**src/rtl/tap_sync_rx.sv**
```systemverilog
// -----------------------------------------------------------------------------
// tap_sync_rx
//   Receiving end of a two-phase (toggle) request/acknowledge handshake. The
//   toggling req_i is brought into the clk domain through a flop chain. Each
//   detected level change is one token, and its bundled data_i word is
//   captured into a small FIFO. Capturing a token toggles ack_o, which closes
//   the handshake. Captured words are offered on a valid/ready interface.
//
// Ports
//   clk        receiver clock
//   rst        asynchronous active-high reset, clears all state
//   req_i      two-phase request, one token per level change
//   data_i     bundled data, stable from the req_i toggle until ack_o matches
//   ack_o      two-phase acknowledge, toggles once per accepted token
//   out_valid  FIFO head valid
//   out_ready  consumer accepts the head this cycle
//   out_data   FIFO head word (registered)
//   fifo_cnt   current occupancy
//   tok_cnt    16-bit wrapping count of accepted tokens
//              (only when TAP_SYNC_RX_CNT_EN is defined)
//
// Optional feature macro: TAP_SYNC_RX_CNT_EN
// -----------------------------------------------------------------------------
module tap_sync_rx #(
  parameter int DATA_W      = 32,
  parameter int DEPTH       = 4,
  parameter int SYNC_STAGES = 2
) (
  input  logic                       clk,
  input  logic                       rst,
  input  logic                       req_i,
  input  logic [DATA_W-1:0]          data_i,
  output logic                       ack_o,
  output logic                       out_valid,
  input  logic                       out_ready,
  output logic [DATA_W-1:0]          out_data,
`ifdef TAP_SYNC_RX_CNT_EN
  output logic [15:0]                tok_cnt,
`endif
  output logic [$clog2(DEPTH):0]     fifo_cnt
);

  localparam int AW = $clog2(DEPTH);
  localparam int CW = AW + 1;
  localparam logic [CW-1:0] DEPTH_C = CW'(DEPTH);

  typedef enum logic [0:0] {
    IDLE = 1'b0,
    PEND = 1'b1
  } state_t;

  logic [SYNC_STAGES-1:0] sync_r;
  logic                   req_sync_s;
  logic                   req_seen_r;
  logic                   tok_s;
  logic                   push_s;
  logic                   pop_s;
  state_t                 state_r;
  state_t                 state_nxt_s;

  logic [DATA_W-1:0]      mem_r [DEPTH];
  logic [AW-1:0]          wr_ptr_r;
  logic [AW-1:0]          rd_ptr_r;
  logic [AW-1:0]          rd_ptr_nxt_s;
  logic [CW-1:0]          cnt_r;
  logic [CW-1:0]          cnt_nxt_s;
  logic                   out_valid_r;
  logic [DATA_W-1:0]      out_data_r;
  logic [DATA_W-1:0]      head_nxt_s;

  assign req_sync_s = sync_r[SYNC_STAGES-1];
  assign tok_s      = req_sync_s ^ req_seen_r;
  assign pop_s      = out_valid_r & out_ready;
  // A full FIFO still accepts a token when the head leaves in the same cycle.
  assign push_s     = tok_s & ((cnt_r < DEPTH_C) | pop_s);

  assign ack_o      = req_seen_r;
  assign out_valid  = out_valid_r;
  assign out_data   = out_data_r;
  assign fifo_cnt   = cnt_r;

  // Synchroniser chain sampling the asynchronous request toggle.
  always_ff @(posedge clk or posedge rst) begin
    if (rst) begin
      sync_r <= {SYNC_STAGES{1'b0}};
    end else begin
      sync_r <= {sync_r[SYNC_STAGES-2:0], req_i};
    end
  end

  // Handshake state register; req_seen doubles as the acknowledge level.
  always_ff @(posedge clk or posedge rst) begin
    if (rst) begin
      state_r    <= IDLE;
      req_seen_r <= 1'b0;
    end else begin
      state_r    <= state_nxt_s;
      if (push_s) begin
        req_seen_r <= req_sync_s;
      end else begin
        req_seen_r <= req_seen_r;
      end
    end
  end

  // Token tracking: a token is pushed in the cycle it becomes visible if space allows.
  always_comb begin
    state_nxt_s = state_r;
    case (state_r)
      IDLE: begin
        if (tok_s && !push_s) begin
          state_nxt_s = PEND;
        end else begin
          state_nxt_s = IDLE;
        end
      end
      PEND: begin
        if (push_s) begin
          state_nxt_s = IDLE;
        end else begin
          state_nxt_s = PEND;
        end
      end
      default: begin
        state_nxt_s = IDLE;
      end
    endcase
  end

  // Next occupancy, read pointer and registered head word.
  always_comb begin
    cnt_nxt_s    = cnt_r;
    rd_ptr_nxt_s = rd_ptr_r;
    head_nxt_s   = out_data_r;
    case ({push_s, pop_s})
      2'b10:   cnt_nxt_s = cnt_r + CW'(1'b1);
      2'b01:   cnt_nxt_s = cnt_r - CW'(1'b1);
      default: cnt_nxt_s = cnt_r;
    endcase
    if (pop_s) begin
      rd_ptr_nxt_s = rd_ptr_r + AW'(1'b1);
    end else begin
      rd_ptr_nxt_s = rd_ptr_r;
    end
    // The new head is the word being written whenever the FIFO would
    // otherwise be empty after this cycle's pop.
    if (push_s && (rd_ptr_nxt_s == wr_ptr_r)) begin
      head_nxt_s = data_i;
    end else begin
      head_nxt_s = mem_r[rd_ptr_nxt_s];
    end
  end

  // FIFO pointers, occupancy and output registers.
  always_ff @(posedge clk or posedge rst) begin
    if (rst) begin
      wr_ptr_r    <= {AW{1'b0}};
      rd_ptr_r    <= {AW{1'b0}};
      cnt_r       <= {CW{1'b0}};
      out_valid_r <= 1'b0;
      out_data_r  <= {DATA_W{1'b0}};
    end else begin
      if (push_s) begin
        wr_ptr_r <= wr_ptr_r + AW'(1'b1);
      end else begin
        wr_ptr_r <= wr_ptr_r;
      end
      rd_ptr_r    <= rd_ptr_nxt_s;
      cnt_r       <= cnt_nxt_s;
      out_valid_r <= (cnt_nxt_s != {CW{1'b0}});
      out_data_r  <= head_nxt_s;
    end
  end

  // Storage array; contents need no reset because occupancy gates visibility.
  always_ff @(posedge clk) begin
    if (push_s) begin
      mem_r[wr_ptr_r] <= data_i;
    end
  end

`ifdef TAP_SYNC_RX_CNT_EN
  logic [15:0] tok_cnt_r;

  assign tok_cnt = tok_cnt_r;

  // Accepted-token counter, wraps naturally at 16 bits.
  always_ff @(posedge clk or posedge rst) begin
    if (rst) begin
      tok_cnt_r <= 16'h0000;
    end else if (push_s) begin
      tok_cnt_r <= tok_cnt_r + 16'h0001;
    end else begin
      tok_cnt_r <= tok_cnt_r;
    end
  end
`endif

endmodule

```
**config.mk**
```make
export PLATFORM = sky130hd
export DESIGN_NAME = tap_sync_rx
export DESIGN_NICKNAME = d
export VERILOG_FILES = /design/src/rtl/tap_sync_rx.sv
export SDC_FILE = /design/constraint.sdc
export NUM_CORES = 1
export LEC_CHECK = 0
export BUFFER_PORTS_ARGS = -buffer_cell sky130_fd_sc_hd__buf_2
export CORE_ASPECT_RATIO = 2
export CORE_MARGIN = 5
export CORE_UTILIZATION = 45
export CTS_CLUSTER_DIAMETER = 50
export DETAILED_ROUTE_END_ITERATION = 8
export PLACE_DENSITY = 0.7
export SLEW_MARGIN = 25
export SYNTH_ARGS = -nofsm -noshare
export SYNTH_HDL_FRONTEND = slang
export SYNTH_SLANG_ARGS = --single-unit
```
**constraint.sdc**
```tcl
create_clock -name clk -period 3.5 [get_ports clk]
set_clock_uncertainty 0.1 [all_clocks]
set_input_delay 0.7 -clock clk [delete_from_list [all_inputs] [get_ports clk]]
set_output_delay 0.7 -clock clk [all_outputs]
set_load 0.05 [all_outputs]
```
# After elaboration in Yosys (flattened, before gate mapping)
# Memory sizes are Yosys's and may differ from the RTL's. A register that Yosys moved wholly into a read port is not among the register bits.
# Cells that the tools add are included.
# W data, S select, Z words.
[word_totals] register_bits=11 ramBits=128 in_bits=36 wordCells=23 mem_count=1
[memory_table] name="mem_r" words=4 width=32 read_ports=1 rd_ports_with_merged_regs=1 write_ports=1 line="61" source="logic [DATA_W-1:0] mem_r [DEPTH];"
[classes] addsub=4 order_cmp=1 n_eq_ne=2 mux=4 bitwise=4 reduce_logical=1
[op_table] op="$pmux W3 S2" n=1
[op_table] op="$add A2 B1 Y2 const B" n=2
[op_table] op="$add A3 B1 Y3 const B" n=1
[op_table] op="$lt A3 B3 Y1 const B" n=1
[op_table] op="$reduce_bool A3 Y1" n=1
[op_table] op="$sub A3 B1 Y3 const B" n=1
[op_table] op="$and A1 B1 Y1" n=2
[op_table] op="$eq A2 B1 Y1 const B" n=1
[op_table] op="$eq A2 B2 Y1 const B" n=1
[op_table] op="$mux W1" n=2
[op_table] op="$mux W2" n=1
[op_table] op="$or A1 B1 Y1" n=1
[op_table] op="$xor A1 B1 Y1" n=1

# Longest topological paths before layout
# Gate-level depths: netlist of the first run.
[depth] word_depth=6 ltp_mapped=10 ltp_nobuf=9

# Least setup slack after synthesis of the first run
# No wires, ideal clock.
[synth_timing] path_type="reg2reg" from="reg out_valid_r (netlist: out_valid)" to="reg out_valid_r (netlist: out_valid)" setup_time_ps=131 t_arrival_ps=2744 t_required_ps=3269 slack_ps=525 stages_incl_launch_ff=11 path_buffers=1 period_less_slack_ps=2975 path_cell_list="dfrtp_1 -> nand2_1 -> a21oi_1 -> clkbuf_1 -> inv_1 -> ha_1 -> fa_1 -> xnor2_1 -> nor2_1 -> xor2_1 -> or3_1"
[synth_between] elab_chain_cells=6 elab_cells_between_ends=7 classes_between="eq/ne: 2; mux: 1; bitwise: 3; reduce/logical: 1"
[synth_rtl] element="start, declared" line="67" source="logic out_valid_r;"
[synth_rtl] element="start signal, assigned" line="170" source="out_valid_r <= (cnt_nxt_s != {CW{1'b0}});"
[synth_rtl] element="$and A1 B1 Y1 (*)" line="73" source="assign pop_s = out_valid_r & out_ready;"
[synth_rtl] element="$or A1 B1 Y1" line="75" source="assign push_s = tok_s & ((cnt_r < DEPTH_C) | pop_s);"
[synth_rtl] element="$and A1 B1 Y1" line="75"
[synth_rtl] element="$eq A2 B1 Y1 or $eq A2 B2 Y1 (tied branches)" line="135" source="case ({push_s, pop_s})"
[synth_rtl] element="$pmux W3 S2 (*)" line="135"
[synth_rtl] element="net cnt_nxt_s[2]" line="66" source="logic [CW-1:0] cnt_nxt_s;"
[synth_rtl] element="$reduce_bool A3 Y1 (*)" line="170"
# The timed path passes the listed nets; every way through them passes the cells marked *.
# A chain may end at the register's enable or synchronous reset.

# Worst setup path after layout of the first run
[layout_timing] from="reg out_valid_r (netlist: out_valid)" to="mem mem_r[3][16], enable pin"
[layout_between] elab_chain_cells=5
[layout_rtl] element="$and A1 B1 Y1" line="73"
[layout_rtl] element="$or A1 B1 Y1" line="75"
[layout_rtl] element="$and A1 B1 Y1" line="75"
[layout_rtl] element="$mux W1" line="177" source="if (push_s) begin"
[layout_rtl] element="$mux W1 (implied by the code)" line="178" source="mem_r[wr_ptr_r] <= data_i;"
[layout_rtl] element="end, declared" line="61"
# No other way between the ends.

==> results.md, run 1 <==
* Number of antenna repair diodes at 0
* Final total negative setup slack at 0 ns
* Signed area change from the synthesized netlist to the final layout at 17.37%
* Kind of path behind the tightest hold check: register to register
* Most common cell after layout, fill and taps aside: edfxtp_1
* Boundary Pins at 73
* Multi-input gate area in the final layout at between 1500 and 2000 sq um
* Total of cells resized after clock tree synthesis at 0
* Core footprint at roughly 15000 sq um
* Final Routed Wirelength at roughly 16000 um
* Post-CTS setup buffers at 0
* Antenna violations before repair at 0
* CP Data Required Time at 3.53 ns
* Number of clock buffers inserted by TritonCTS at 17
* Ratio of routed vias to standard cells at around 6
* Final number of setup-violating endpoints at 0
* Net count after synthesis at ~490
* Die area at about 18000 sq um
* End point of the critical path: mem_r[3][16]
* TritonCTS clock tree: built
* Tightest Pin Transition at approximately 0.84 ns
* Maximum operating frequency at around 420 MHz
* Power per standard cell area at between 1000 and 1500 nW/um^2
* Crit path time final at 2.389 ns
* Net total in the final layout at 554
* Horizontal extent of the die at approximately 97 um
* Number of global-route vias before repair at 4568
* Dominant register cell in the synthesized netlist: edfxtp_1
* Root buffer cell: clkbuf_16
* CP Max Fanout at 40
* Maximum number of pins on one net before global-route repair at 58
* Static Leak at around 3 nW
* Initial standard-cell utilization of the core at between 40% and 50%
* Gate count after technology mapping at between 400 and 500
* Count of flip-flops with a built-in enable after synthesis at around 130
* Most frequent cells in the layout: 128 x edfxtp_1, 72 x buf_2, 64 x and3_1, 64 x a211oi_1, 43 x dfrtp_1
* Worst R2R Start: out_valid
* Crit path kind: register to register
* Startpoint types: register
* Met1 Use GR at between 20% and 30%
* Setup repair after global routing missed its margin: no
* Pre-CTS setup slack at 0.7504 ns
* Share of the core filled with cells in the final layout at between 50% and 60%
* Synth Cell Area at just under 7000 sq um
* Worst reg2reg setup slack at roughly 1.1 ns
* Tot Pwr at between 8 and 9 mW
* Count of yosys warnings during synthesis at 0
* First-pass GRT wire length at between 20000 and 30000 um
* Post-detailed-route DRC marker count at 0
* Maximum clock insertion buffer count at 2
* Register clock-pin slew on the reported worst setup and hold paths at roughly 0.060 ns
* Part of the cycle the worst path needs at approximately two thirds
* Critical path launch point: out_valid
* IR Drop Worst-Case VDD at 0.4578 mV
* Hold buffer count at CTS at 0
* Number of levels the H-tree was split into at 4
* Overall fraction of global-route tracks in use at a little under a fifth
* Iteration-0 DRC Markers at a little over 300
* Count of distinct cell types in the synthesized netlist at 31
* Number of hold-slack violations in the final timing report at 0
* Final weighted congestion of routability-driven global placement at roughly 0.70
* Height of the die at around 180 um
* Number of clock sinks seen by CTS at ~170
* Fraction of the yosys area taken by sequential cells at 71.66%
* Clock latency reported for the late side of the worst-skew pair at ~0.43 ns
* Status: finished clean
* Number of synthesized register bits at 171
* Drt wl/cell at 22.21 um
* Async S/R FF share, synth at between 20% and 30%
* Slew headroom at 43.79%
* WP data arrival at approximately 2.4 ns
* Final Worst Setup Slack at around 1.1 ns
* Vias after detailed routing at roughly 4400
* Terminus of the critical flop-to-flop path: mem_r[3][16]
* Crit path capture type: register
* Number of rows created at floorplan at 64
* Worst r2r path cells at 5
* Reg area at slightly below 5000 sq um
* Number of I/O port buffers at 72
* Peak-usage layer in the global routing report: met2
* Fraction of met3 tracks used by global routing at under 10%
* Layout cell share with drive strength beyond 1 at 25.52%
* Number of nets with antenna violations after routing at 0
* Met2 Resource Use GR at around 31%
* FILL cells at 1226
* Max_cap viols at 0
* HPWL Detailed at 9095 um
* Post-Syn Area per Cell at approximately 15 sq um
* Final global-route overflow total at 0
* Final number of max-transition violations at 0
* First-pass iteration count of the detailed router at 4
[layer usage]
layer	share of wire, %	wire length [um]
met5	0	0
met4	1.5	239
met3	6.4	1033
met2	52	8335
met1	40	6452
[layout make-up]
class	instances	area share, %
flip-flops and latches	171	61.06
repair buffers	88	6.584
inverters	6	0.2950
clock buffers	20	5.668
clock inverters	12	1.413
well taps	198	3.075
multi-input cells	228	21.91
[sequential cells by signal, indices dropped and copies added (netlist names)]
register   count
ack_o          1
fifo_cnt       3
mem_r        128
out_data      32
out_valid      1
rd_ptr_r       2
sync_r         2
wr_ptr_r       2
[critical path, stage by stage, from the launching register on]
cell	delay (ns)
dfrtp_1	0.45
nand2_1	0.16
a21oi_4	0.17
buf_4	0.39
and2_2	0.52
buf_4	0.30
[power breakdown]
group	total (mW)	switching, mW	internal [mW]
combinational	3.33	2.35	0.975
sequential	2.97	0.177	2.79
clock	1.80	0.779	1.02
total	8.10	3.31	4.79
[through the flow]
step	cells	instance area, sq um	hold WS, ns
4_1_cts	723	8056	0.2663
5_1_grt	723	8058	0.2736
6_report	723	8058	0.2581
3_5_place_dp	691	7486	0.2379
3_3_place_gp	691	7486	0.2459
2_1_floorplan	449	6865	0.2312
[kinds of logic after synthesis]
kind of cell	share of synthesized area [%]
DFF	71.66
AOI/OAI and AO/OA	15.24
and+or+nand+nor	7.381
buffers and inverters	3.299
xor gates and xnor gates	0.8930
adders and majority gates	1.203
muxes	0.3280
[Yosys cell counts (2+ instances only)]
master / instances / area (sq um)
a211oi_1: 64 / 480.5
and2_1: 4 / 25.02
and3_1: 64 / 400.4
and3b_1: 2 / 17.52
buf_2: 4 / 20.02
buf_6: 4 / 45.04
clkbuf_1: 35 / 131.4
dfrtp_1: 43 / 1076
edfxtp_1: 128 / 3844
ha_1: 5 / 62.56
inv_1: 5 / 18.77
mux2_2: 2 / 22.52
nand2_1: 4 / 15.01
o311ai_0: 32 / 280.3
o31ai_1: 32 / 240.2
xnor2_1: 5 / 43.79
xor2_1: 2 / 17.52
[worst min-delay path by stage]
| stage | start | end | slack [ns] | cells after the start |
|---|---|---|---|---|
| 2_1_floorplan | sync_r[0] | sync_r[1] | 0.23 | 0 |
| 3_3_place_gp | sync_r[0] | sync_r[1] | 0.25 | 0 |
| 3_5_place_dp | sync_r[0] | sync_r[1] | 0.24 | 0 |
| 4_1_cts | sync_r[0] | sync_r[1] | 0.27 | 0 |
| 5_1_grt | req_i | sync_r[0] | 0.27 | 1 |
| 6_report | sync_r[0] | sync_r[1] | 0.26 | 0 |
(Power assumes the default switching activity.)
==> run 2, diff against run 1 <==
--- a/config.mk
+++ b/config.mk
@@ -11,7 +11,7 @@
 export CORE_UTILIZATION = 45
 export CTS_CLUSTER_DIAMETER = 50
 export DETAILED_ROUTE_END_ITERATION = 8
-export PLACE_DENSITY = 0.7
+export PLACE_DENSITY = 0.72
 export SLEW_MARGIN = 25
 export SYNTH_ARGS = -nofsm -noshare
 export SYNTH_HDL_FRONTEND = slang
==> constraint.sdc (replaced) <==
create_clock -name clk -period 2.19 [get_ports clk]
set_clock_uncertainty 0.1 [all_clocks]
set_input_delay 0.438 -clock clk [delete_from_list [all_inputs] [get_ports clk]]
set_output_delay 0.438 -clock clk [all_outputs]
set_load 0.05 [all_outputs]
==> results.md, run 2 (same netlist as run 1, synthesis figures left out) <==
* Status: finished, violations left
* Failing checks: negative setup slack
* Signed area change from the synthesized netlist to the final layout at 21.07%
* Horizontal extent of the die at 97.34 um (unchanged)
* Root buffer cell: clkbuf_16
* Number of clock sinks seen by CTS at 171 (unchanged)
* Multi-input gate area in the final layout at 1789 sq um (+1.3%)
* Delay contributed by the slowest stage of the critical path at 0.43 ns (-0.09 ns)
* Reg area at 4923 sq um (about the same)
* Share of the core filled with cells in the final layout at 54.92% (+1.7 points)
* Crit path capture type: register
* Kind of path behind the tightest hold check: input port to register
* Tightest Pin Transition at 0.7103 ns (-0.1318 ns)
* Number of rows created at floorplan at 64 (unchanged)
* Setup repair after global routing missed its margin: yes
* Layout cell share with drive strength beyond 1 at 28.17% (+2.6 points)
* First-pass iteration count of the detailed router at 4 (unchanged)
* Number of levels the H-tree was split into at 4 (unchanged)
* Maximum number of pins on one net before global-route repair at 65 (+12%)
* Peak-usage layer in the global routing report: met2
* Power per standard cell area at 1612 nW/um^2 (+60%)
* Die area at 17980 sq um (unchanged)
* Crit path kind: register to register
* Met2 Resource Use GR at 30.48% (-0.22 points)
* Iteration-0 DRC Markers at 339 (+12%)
* Final Worst Setup Slack at -0.01490 ns (-1.126 ns)
* Final number of max-transition violations at 0 (unchanged)
* Vias after detailed routing at 4364 (-0.89%)
* Startpoint types: register
* Static Leak at 3.074 nW (+4.0%)
* Number of clock buffers inserted by TritonCTS at 17 (unchanged)
* Cell internal pwr at 8.140 mW (+70%)
* Placed Instances at 699 (+1.2%)
* Switching fraction of total power at 39.26% (-1.6 points)
* Part of the cycle the worst path needs at 100.7% (+32 points)
* Boundary Pins at 73 (unchanged)
* Max_cap viols at 0 (unchanged)
* Maximum clock insertion buffer count at 2 (unchanged)
* Register with the most flip-flops: mem_r
* Ratio of routed vias to standard cells at 5.946 (-2.4%)
* FILL cells at 1169 (-4.6%)
* Final global-route overflow total at 0 (unchanged)
* Flip-flop count of the largest register, all copies and words added at 128 (unchanged)
* WP data arrival at 2.39 ns (-0.02 ns)
* Number of global-route vias before repair at 4559 (-0.20%)
* Area after detailed placement at 7640 sq um (+2.1%)
* Height of the die at 184.7 um (unchanged)
* Non-filler cells, final at 734 (+1.5%)
* HPWL Detailed at 8614 um (-5.3%)
* Slew headroom at 52.58% (+8.8 points)
* Number of antenna repair diodes at 0 (unchanged)
* CP Max Fanout at 2 (-95%)
* Register clock-pin slew on the reported worst setup and hold paths at 0.06 ns (about the same)
* Maximum operating frequency at 453.5 MHz (+8.3%)
* Clock network fraction of design power at 23.8% (+1.5 points)
* Number of nets with antenna violations after routing at 0 (unchanged)
* Series of cell instances along the critical path: xnor2_2 > a21oi_4 > inv_1 > ha_2 > fa_2 > mux2_4 > or3_4
* Final number of setup-violating endpoints at 1 (+1)
* Share of power burned in registers at 35.6% (-1.0 points)
* Core footprint at 15130 sq um (unchanged)
* Final instance area at 8312 sq um (+3.2%)
* Drt wl/cell at 21.27 um (-4.2%)
* First-pass GRT wire length at 24920 um (-1.6%)
* CP Data Required Time at 2.38 ns (-1.15 ns)
* Post-detailed-route DRC marker count at 0 (unchanged)
* Pre-CTS setup slack at -0.06945 ns (-0.8198 ns)
* Number of I/O port buffers at 72 (unchanged)
* Cell with the largest stage delay on the worst path: fa_2
* Crit path time final at 2.205 ns (-0.1840 ns)
* Most frequent cells in the layout: 128 x edfxtp_1, 72 x buf_2, 64 x and3_1, 64 x a211oi_1, 40 x dfrtp_1
* Final Routed Wirelength at 15610 um (-2.8%)
* Met1 Use GR at 22.89% (-0.47 points)
* Net total in the final layout at 565 (+2.0%)
* Number of hold-slack violations in the final timing report at 0 (unchanged)
* Overall fraction of global-route tracks in use at 17.80% (-0.61 points)
* Tot Pwr at 13.40 mW (+66%)
* TritonCTS clock tree: built
* Antenna violations before repair at 0 (unchanged)
* Clock latency reported for the late side of the worst-skew pair at 0.41 ns (-0.02 ns)
* Fraction of met3 tracks used by global routing at 3.636% (-0.76 points)
* Final weighted congestion of routability-driven global placement at 0.7301 (+4.3%)
* IR Drop Worst-Case VDD at 0.8779 mV (+92%)
* Power spent charging and discharging nets at 5.262 mW (+59%)
* Most common cell after layout, fill and taps aside: edfxtp_1
* Initial standard-cell utilization of the core at 45.36% (unchanged)
* Combinational group share of total power at 40.6% (-0.5 points)
-- run 2: cell types whose count changed in the layout (fill, tap and decap cells not counted), sizes merged --
cell / delta
buf: +10
bufinv: +3
clkinvlp: -2
dlygate4sd3: +1
inv: -1
-- run 2: through the flow --
stage          hold WS [ns]  setup TNS (ns)
5_1_grt             0.02267        -0.09146
4_1_cts             0.02673        -0.01034
3_5_place_dp         0.2464        -0.06945
2_1_floorplan        0.2312         -0.2724
3_3_place_gp         0.2355               0
6_report            0.04038        -0.01490
-- run 2: area by class of cell --
cell class / count / area share (%)
sequential: 171 / 59.24
multi-input combinational: 228 / 21.53
timing repair buffer: 99 / 8.309
clock buffer: 20 / 5.374
tap: 198 / 2.981
clock inverter: 12 / 2.303
inverter: 6 / 0.2710
-- run 2: critical path, delay by kind of cell (launching register included) --
kind                     cells  cell delay [ns]
adder cells (fa/ha/maj)      2             0.61
buffers and inverters        1             0.06
multiplexers                 1             0.29
XOR/XNOR                     1             0.22
AO/OA/AOI/OAI                1             0.04
flip-flops                   1             0.40
AND/OR/NAND/NOR              1             0.36
-- run 2: path summary, 6_finish.rpt --
| check | start | to | slack, ns | depth (start not counted) |
|---|---|---|---|---|
| hold reg to reg | sync_r[0] | sync_r[1] | 0.25 | 0 |
| min in group asynchronous | rst | out_data[24] | 0.45 | 3 |
| setup reg to reg | sync_r[1] | out_valid | -0.01 | 7 |
| setup / recovery | sync_r[1] | out_valid | -0.01 | 7 |
| hold / removal | req_i | sync_r[0] | 0.04 | 1 |
| max in group asynchronous | rst | ack_o | 1.03 | 4 |
-- run 2: timing repair --
item / in CTS / in global routing
endpoints found under the hold margin: 15 / 0
pin swaps: 3 / 2
setup buffers: 2 / 0
resized for setup: 1 / 1
endpoints found under the setup margin: 1 / 1
hold buffers: 1 / 0
-- run 2: layer usage --
layer  share of wire, %  wire (um)  vias up
li1                   -          -     1978
met1                 40       6298     2179
met2                 52       8077      188
met3                6.7       1047       19
met4                1.2        191        0
met5                  0          0        -
-- run 2: power groups by stage --
stage               clock network [mW]  registers (mW)  logic [mW]
detailed placement                   0            4.84        5.39
global route                      3.38            4.85        5.83
floorplan                            0            5.98        2.61
CTS                               3.22            4.79        5.45
global placement                     0            4.83        5.29
finish                            3.19            4.77        5.44
==> run 3, diff against run 2 <==
--- a/config.mk
+++ b/config.mk
@@ -11,7 +11,7 @@
 export CORE_UTILIZATION = 45
 export CTS_CLUSTER_DIAMETER = 50
 export DETAILED_ROUTE_END_ITERATION = 8
-export PLACE_DENSITY = 0.72
+export PLACE_DENSITY = 0.78
 export SLEW_MARGIN = 25
 export SYNTH_ARGS = -nofsm -noshare
 export SYNTH_HDL_FRONTEND = slang
==> results.md, run 3 (same netlist as run 1, synthesis figures left out) <==
* Wl on met1 at 6024 um (-4.4%)
* Number of clock sinks seen by CTS at 171 (unchanged)
* Boundary Pins at 73 (unchanged)
* Met2 routed wirelength at 8454 um (+4.7%)
* Register with the most flip-flops: mem_r
* Final number of setup-violating endpoints at 1 (unchanged)
* Drt wl/cell at 21.86 um (+2.7%)
* Final weighted congestion of routability-driven global placement at 0.7544 (+3.3%)
* FILL cells at 1184 (+1.3%)
* Part of the cycle the worst path needs at 102.4% (+1.7 points)
* Iteration-0 DRC Markers at 342 (+0.88%)
* TritonCTS clock tree: built
* Failing checks: negative setup slack
* Tightest Pin Transition at 0.7014 ns (-0.008879 ns)
* Final Worst Setup Slack at -0.05162 ns (-0.03672 ns)
* Crit path capture type: register
* Die area at 17980 sq um (unchanged)
* Worst reg2reg setup slack at -0.05 ns (-0.04 ns)
* Static Leak at 3.081 nW (+0.22%)
* First-pass GRT wire length at 25160 um (+0.97%)
* Delay contributed by the slowest stage of the critical path at 0.43 ns (about the same)
* WP data arrival at 2.43 ns (+0.04 ns)
* Max_cap viols at 0 (unchanged)
* Category of cells accounting for the largest share of critical-path delay: adder cells
* Crit path kind: register to register
* CP Max Fanout at 3 (+1)
* Startpoint types: register
* CP Data Required Time at 2.38 ns (about the same)
* Register clock-pin slew on the reported worst setup and hold paths at 0.06 ns (about the same)
* Slew headroom at 53.24% (+0.66 points)
* Series of cell instances along the critical path: xnor2_2 > a21oi_4 > inv_2 > ha_4 > fa_2 > mux2_4 > or3_1
* Maximum number of pins on one net before global-route repair at 41 (-37%)
* Number of nets with antenna violations after routing at 0 (unchanged)
* Crit path time final at 2.242 ns (+0.03672 ns)
* First-pass iteration count of the detailed router at 5 (+1)
* Net total in the final layout at 572 (+1.2%)
* Critical path buffers and inverters at 1 (unchanged)
* Final Routed Wirelength at 16200 um (+3.7%)
* Vias after detailed routing at 4510 (+3.3%)
* Ratio of routed vias to standard cells at 6.086 (+2.4%)
* Final total negative setup slack at -0.05162 ns (-0.03672 ns)
* Most frequent cells in the layout: 128 x edfxtp_1, 72 x buf_2, 64 x and3_1, 64 x a211oi_1, 40 x dfrtp_1
* Status: finished, violations left
* Flip-flop count of the largest register, all copies and words added at 128 (unchanged)
* Highest signal layer in the routed design: met4
* Height of the die at 184.7 um (unchanged)
* Cell with the largest stage delay on the worst path: dfrtp_2
* Number of clock buffers inserted by TritonCTS at 17 (unchanged)
* Signed area change from the synthesized netlist to the final layout at 21.12% (about the same)
* Non-filler cells, final at 741 (+0.95%)
* Kind of path behind the tightest hold check: input port to register
* Number of global-route vias before repair at 4526 (-0.72%)
* Number of antenna repair diodes at 0 (unchanged)
* Final number of max-transition violations at 0 (unchanged)
* IR Drop Worst-Case VDD at 0.8680 mV (-1.1%)
* Initial standard-cell utilization of the core at 45.36% (unchanged)
* Maximum clock insertion buffer count at 2 (unchanged)
* Most common cell after layout, fill and taps aside: edfxtp_1
* Number of I/O port buffers at 72 (unchanged)
* Placed Instances at 705 (+0.86%)
* Layout cell share with drive strength beyond 1 at 29.28% (+1.1 points)
* HPWL Detailed at 9238 um (+7.2%)
* Number of levels the H-tree was split into at 4 (unchanged)
* Detailed route wirelength on metal3 at 1499 um (+43%)
* Antenna violations before repair at 0 (unchanged)
* Power per standard cell area at 1593 nW/um^2 (-1.2%)
* Share of the core filled with cells in the final layout at 54.94% (about the same)
* Maximum operating frequency at 446.1 MHz (-1.6%)
* Horizontal extent of the die at 97.34 um (unchanged)
* Post-detailed-route DRC marker count at 0 (unchanged)
* Core footprint at 15130 sq um (unchanged)
* Root buffer cell: clkbuf_16
* Tot Pwr at 13.25 mW (-1.2%)
* Number of hold-slack violations in the final timing report at 0 (unchanged)
* Number of rows created at floorplan at 64 (unchanged)
* Final global-route overflow total at 0 (unchanged)
* Setup repair after global routing missed its margin: yes
* Overall fraction of global-route tracks in use at 18.28% (+0.48 points)
* Clock latency reported for the late side of the worst-skew pair at 0.42 ns (about the same)
-- run 3: cell count changes in the layout (fill, tap and decap cells not counted), moves of 3 or more --
cell / change
buf_4: +5
inv_6: +4
clkinv_4: -3
bufinv_16: -3
-- run 3: worst paths after layout --
path                            startpoint  depth (start not counted)           to
worst max-delay path                 ack_o                          7    out_valid
worst min-delay path                 req_i                          1    sync_r[0]
worst max register to register       ack_o                          7    out_valid
worst min register to register   sync_r[0]                          0    sync_r[1]
max in group asynchronous              rst                          4  out_data[0]
min in group asynchronous              rst                          4  fifo_cnt[1]
-- run 3: where the power goes --
part | leakage [nW] | switching [mW] | internal [mW]
clock network | 0.272 | 1.26 | 1.58
logic | 1.14 | 3.78 | 1.84
registers | 1.67 | 0.321 | 4.46
total | 3.08 | 5.36 | 7.88
-- run 3: area by class of cell --
cell class,instances,area [sq um],area share [%]
Multi-Input combinational cell,228,1802,21.67
Clock inverter,15,135.1,1.625
Clock buffer,17,425.4,5.116
Sequential cell,171,4923,59.21
Inverter,6,22.52,0.2708
Tap cell,198,247.7,2.979
Timing Repair Buffer,106,759.5,9.133
-- run 3: per-stage QoR --
stage	area, sq um	hold WS (ns)	worst slack (ns)
after CTS	8279	0.01443	-0.04599
after global routing	8315	0.01803	-0.1044
final	8315	0.02342	-0.05162
after global placement	7697	0.2757	0.01106
after detailed placement	7697	0.2710	-0.06741
after floorplan	6910	0.2312	-0.2724
-- run 3: what timing repair did --
action / CTS / global route
buffers inserted: 1 / 2
hold buffers: 1 / 0
hold endpoints to repair: 43 / 0
gates resized for setup: 1 / 4
endpoints found under the setup margin: 1 / 1
pin swaps: 3 / 5
cloned: 0 / 0
-- run 3: metal layers --
layer / track usage [%] / vias to the layer above
met3: 4.545 / 22
met2: 31.98 / 239
met5: 0 / -
met4: 5.935 / 0
met1: 22.26 / 2254
li1: - / 1995
